<file path="src/rtl/msx_mouse_reader.sv">
// MSX mouse reader: toggles strobe four times, samples one nibble SETTLE cycles after each
// toggle and publishes dx/dy/buttons with a one-cycle valid pulse. Read length is fixed at 4*SETTLE+2 cycles.
module msx_mouse_reader #(
    parameter int unsigned SETTLE = 512
) (
    input  logic       clk_sys,
    input  logic       reset,
    input  logic       start,
    input  logic [5:0] joy_in,
    output logic       strobe,
    output logic       busy,
    output logic [7:0] dx,
    output logic [7:0] dy,
    output logic [1:0] buttons,
    output logic       valid,
    output logic       no_device
);

    typedef enum logic [1:0] {
        S_IDLE,
        S_WAIT,
        S_DONE
    } state_t;

    localparam logic [15:0] RELOAD = 16'(SETTLE - 1);

    state_t      state_q;
    logic [15:0] cnt_q;
    logic [1:0]  idx_q;
    logic [15:0] nib_q;
    logic [5:0]  sync1_q;
    logic [5:0]  sync2_q;
    logic        strobe_q;
    logic        busy_q;
    logic        valid_q;
    logic [7:0]  dx_q;
    logic [7:0]  dy_q;
    logic [1:0]  buttons_q;
    logic        no_device_q;
    logic [15:0] nib_d;

    // Slot the synchronized nibble into place; index 0 is the most significant nibble of dx.
    always_comb begin
        nib_d = nib_q;
        case (idx_q)
            2'd0:    nib_d[15:12] = sync2_q[3:0];
            2'd1:    nib_d[11:8]  = sync2_q[3:0];
            2'd2:    nib_d[7:4]   = sync2_q[3:0];
            default: nib_d[3:0]   = sync2_q[3:0];
        endcase
    end

    always_ff @(posedge clk_sys) begin
        if (reset) begin
            state_q     <= S_IDLE;
            cnt_q       <= 16'd0;
            idx_q       <= 2'd0;
            nib_q       <= 16'd0;
            sync1_q     <= 6'h3F;
            sync2_q     <= 6'h3F;
            strobe_q    <= 1'b0;
            busy_q      <= 1'b0;
            valid_q     <= 1'b0;
            dx_q        <= 8'd0;
            dy_q        <= 8'd0;
            buttons_q   <= 2'd0;
            no_device_q <= 1'b0;
        end else begin
            sync1_q <= joy_in;
            sync2_q <= sync1_q;
            valid_q <= 1'b0;
            case (state_q)
                S_IDLE: begin
                    if (start) begin
                        strobe_q <= ~strobe_q;
                        cnt_q    <= RELOAD;
                        idx_q    <= 2'd0;
                        busy_q   <= 1'b1;
                        state_q  <= S_WAIT;
                    end
                end
                S_WAIT: begin
                    if (cnt_q == 16'd0) begin
                        nib_q <= nib_d;
                        if (idx_q == 2'd3) begin
                            state_q <= S_DONE;
                        end else begin
                            idx_q    <= idx_q + 2'd1;
                            strobe_q <= ~strobe_q;
                            cnt_q    <= RELOAD;
                        end
                    end else begin
                        cnt_q <= cnt_q - 16'd1;
                    end
                end
                S_DONE: begin
                    dx_q        <= nib_q[15:8];
                    dy_q        <= nib_q[7:0];
                    no_device_q <= (nib_q == 16'hFFFF);
                    buttons_q   <= ~sync2_q[5:4];
                    valid_q     <= 1'b1;
                    busy_q      <= 1'b0;
                    state_q     <= S_IDLE;
                end
                default: state_q <= S_IDLE;
            endcase
        end
    end

    assign strobe    = strobe_q;
    assign busy      = busy_q;
    assign dx        = dx_q;
    assign dy        = dy_q;
    assign buttons   = buttons_q;
    assign valid     = valid_q;
    assign no_device = no_device_q;

endmodule

</file>
<file path="config.mk">
export PLATFORM = sky130hd
export DESIGN_NAME = msx_mouse_reader
export DESIGN_NICKNAME = d
export VERILOG_FILES = /design/src/rtl/msx_mouse_reader.sv
export SDC_FILE = /design/constraint.sdc
export NUM_CORES = 1
export LEC_CHECK = 0
export BUFFER_PORTS_ARGS = -buffer_cell sky130_fd_sc_hd__buf_2
export CORE_MARGIN = 4
export CORE_UTILIZATION = 42
export DETAILED_ROUTE_END_ITERATION = 8
export PLACE_DENSITY_LB_ADDON = 0.15
export SETUP_SLACK_MARGIN = 0.15
export SYNTH_ARGS = -nofsm -noshare
export SYNTH_HDL_FRONTEND = slang
export SYNTH_SLANG_ARGS = --single-unit
</file>
<file path="constraint.sdc">
create_clock -name clk_sys -period 2.75 [get_ports clk_sys]
set_input_delay 0.275 -clock clk_sys [delete_from_list [all_inputs] [get_ports clk_sys]]
set_output_delay 0.275 -clock clk_sys [all_outputs]
set_load 0.05 [all_outputs]
</file>
==> out/results.tsv <==
stage	metric	value	unit
yosys	synthDominantCellAreaShare	47.2	%
critical_path	r2r-end	strobe	
hold_path	hold_depth	2	
global_route	grt_pass1_vias	2248	
layout	syn2layout_area_growth	14.7	%
sta	maxSlewViolCount	0	
clock_network	clockBufferDepth	2	
pwr	seq_power_share	48.1	%
global_route	grt_max_degree	33	
sta	fin_skew	4.20	ps
die	initial_core_util	43.5	%
yosys	synth_seq_cells	70	
yosys	ys.warnings.count	0	
clock_network	clkTransAtPathRegs	80	ps
critical_path	critPathTopFamily	simple AND/OR/NAND/NOR gates	
clock_network	ctsHoldBuffers	0	
global_route	grt_overflow_total	0	
die	die_w	92.1	µm
pwr	pwr-share-clk	40.1	%
drt	route.vias.total	2346	
sta	worst_slew_pin_slew	564	ps
yosys	syn_avg_cell_area	9.90	µm²
layout	fin_nets	342	
run	cap_violations	0	
drt	met3_length	259	µm
critical_path	path_cells	inv_1 > ha_1 > nor4b_4 > nand4_1 > a21oi_1 > mux2_2	
drt	ant_nets	0	
die	die_h	92.1	µm
layout	drive_gt1_share	24.4	%
global_route	grt_pass1_wl	10.7	mm
clock_network	numCtsBuffers	9	
layout	num_antenna_cells	0	
yosys	synth_nets	315	
clock_network	clock_sinks	70	
sta	period_share	77.3	%
yosys	ys_seq_area_share	47.2	%
die	core	6830	µm²
die	die_area	8480	µm²
global_route	antenna_found_initial	0	
critical_path	r2r_slack	620	ps
yosys	synth_area	2970	µm²
clock_network	htreeDepth	3	
sta	slew_headroom	62.2	%
critical_path	cpMaxStageDelayCell	nor4b_4	
clock_network	insertion_delay	340	ps
pwr	switching_share	27.5	%
status	outcome	complete, no violations	
drt	wirelength_met1	3.19	mm
critical_path	crit_path_max_fanout	7	
pwr	power-per-cell-area	679	nW/µm²
critical_path	worst-endpoint-required	2990	ps
sta	finalHoldViolations	0	
clock_network	cts_tree	built	
drt	top_layer_used	met4	
pwr	finalPower	0.00231	W
yosys	synth_flop_cell	dfxtp_1	
critical_path	ff2ff_path_depth	6	
placed_design	port_buffers	30	
critical_path	r2r_start	cnt_q[0]	
yosys	synthArstFlopShare	0	%
global_route	gr-usage-all-layers	15.9	%
critical_path	critPathMaxStageDelay	400	ps
pwr	leakage	1.39	nW
drt	wl_met2	2.68	mm
drt	drcViolationCount	0	
layout	postLayoutCoreUtil	49.9	%
die	rows	30	
pwr	p_int	0.00168	W
sta	rsz0062_at_grt	false	
clock_network	cts-resized-gates	0	
hold_path	min_to	sync1_q[0]	
drt	drtIter0Drc	112	
pwr	switching_power	0.000636	W
sta	min_period	2130	ps
sta	setup_violations	0	
yosys	synth_area_leader_cell	dfxtp_1	
critical_path	startpoint_type	flip-flop	
clock_network	cts_setup_buffers	0	
critical_path	critPathBufInv	1	
drt	first_pass_iters	4	
drt	finalWirelength	6.33	mm
placed_design	place_hpwl	4.28	mm
critical_path	cp.arrival	2360	ps
pwr	power_frac_comb	11.8	%
drt	viasPerCell	5.48	
sta	finalSetupTns	0	ps
yosys	synth-edff-count	0	
placed_design	gp_congestion	0.856	
hold_path	hold_path_class	input pin to flip-flop	
yosys	synth_area_leaders	dfxtp_1 (47%), mux2i_1 (5.4%), a22o_1 (4.7%)	
drt	drt-wirelength-per-cell	14.8	µm
hold_path	worstHoldStart	joy_in[0]	
yosys	synth_cells	300	
pwr	vdd_drop_max	0.000394	V
clock_network	cts_root_buf	clkbuf_8	
critical_path	path_class	flip-flop to flip-flop	
sta	timing.fmax	0.470	GHz
critical_path	cp-end-kind	flip-flop	
die	io-pin-count	31	
yosys	synth.distinct_cells	56	
-- flip-flops by register name, summed over array words and instances (netlist names) --
name and count:
strobe 1, sync2_q 6, dx 8, valid 1, nib_q 16, idx_q 2, buttons 2, sync1_q 6
dy 8, no_device 1, cnt_q 16, busy 1, state_q 2
-- placed cells by master, fill, tap and decap left out, types with 3 or more instances in the layout --
master / n
clkbuf_8: 9
nand2b_1: 3
a21oi_1: 6
inv_1: 7
a22o_1: 16
nand2_1: 30
o211ai_1: 3
o21ai_0: 4
dfxtp_1: 70
nand4_1: 13
or2_2: 12
a31oi_1: 3
buf_2: 30
ha_1: 6
mux2i_1: 16
or4_1: 3
and3_1: 3
nand3_1: 10
buf_4: 6
nor2_1: 13
nor4_1: 3
nor4_2: 3
o221ai_1: 3
o31ai_1: 5
nor3_1: 8
-- layout make-up --
type	instances	area [µm²]
clock inverters	6	93.8
clock buffers	10	128
inverters	8	30.0
multi-input cells	202	1440
well taps	96	120
flip-flops and latches	70	1400
repair buffers	36	195
fillers	674	3430
-- power by group through the flow --
stage | Sequential [W] | Combinational, W | Clock (W)
2_1_floorplan | 0.00112 | 0.000228 | 0
3_3_place_gp | 0.00113 | 0.000271 | 0
3_5_place_dp | 0.00113 | 0.000272 | 0
4_1_cts | 0.00111 | 0.000273 | 0.000950
5_1_grt | 0.00112 | 0.000309 | 0.000989
6_report | 0.00111 | 0.000273 | 0.000926
-- cells in the mapped netlist, drive strengths merged (3+ instances only) --
library cell  number
a21oi              6
a22o              16
a31oi              3
and3               3
buf                9
clkbuf            11
dfxtp             70
ha                 6
inv                7
mux2i             16
nand2             30
nand2b             3
nand3             12
nand4             13
nor2              13
nor2b              3
nor3              10
nor4               7
o211ai             3
o21ai              6
o221ai             3
o31ai              5
or2               12
or3                3
or4                3
or4b               3
-- per-stage QoR --
step	cell area, µm²	hold WS, ps	cells	setup WS (ps)
5_1_grt	3410	96.5	428	421
3_5_place_dp	3180	394	412	657
3_3_place_gp	3180	391	412	714
2_1_floorplan	2970	379	300	954
6_report	3410	107	428	624
4_1_cts	3410	92.2	428	652
-- per-layer routing --
layer  vias up  global-route usage (%)
met5         -                       0
met4         0                    9.65
met3        17                    3.45
met2        58                    22.4
met1      1102                    22.0
li1       1169                       -
-- kinds of logic (layout without fill, tap and decap cells) --
group | count (synthesis) | count (layout) | synth area share, %
fa+ha+maj | 6 | 6 | 2.53
mux | 17 | 17 | 5.77
simple gates | 119 | 119 | 24.3
compound gates | 60 | 60 | 15.7
flops | 70 | 70 | 47.2
buf+inv | 28 | 60 | 4.47
-- worst max-delay path by stage --
stage,start,endpoint,depth (start not counted)
3_5_place_dp,cnt_q[0],cnt_q[8],6
4_1_cts,cnt_q[0],cnt_q[8],6
6_report,cnt_q[0],strobe,6
5_1_grt,cnt_q[0],strobe,6
3_3_place_gp,cnt_q[0],cnt_q[8],6
2_1_floorplan,cnt_q[0],strobe,6
No activity file was read; power rests on OpenSTA's default activity.
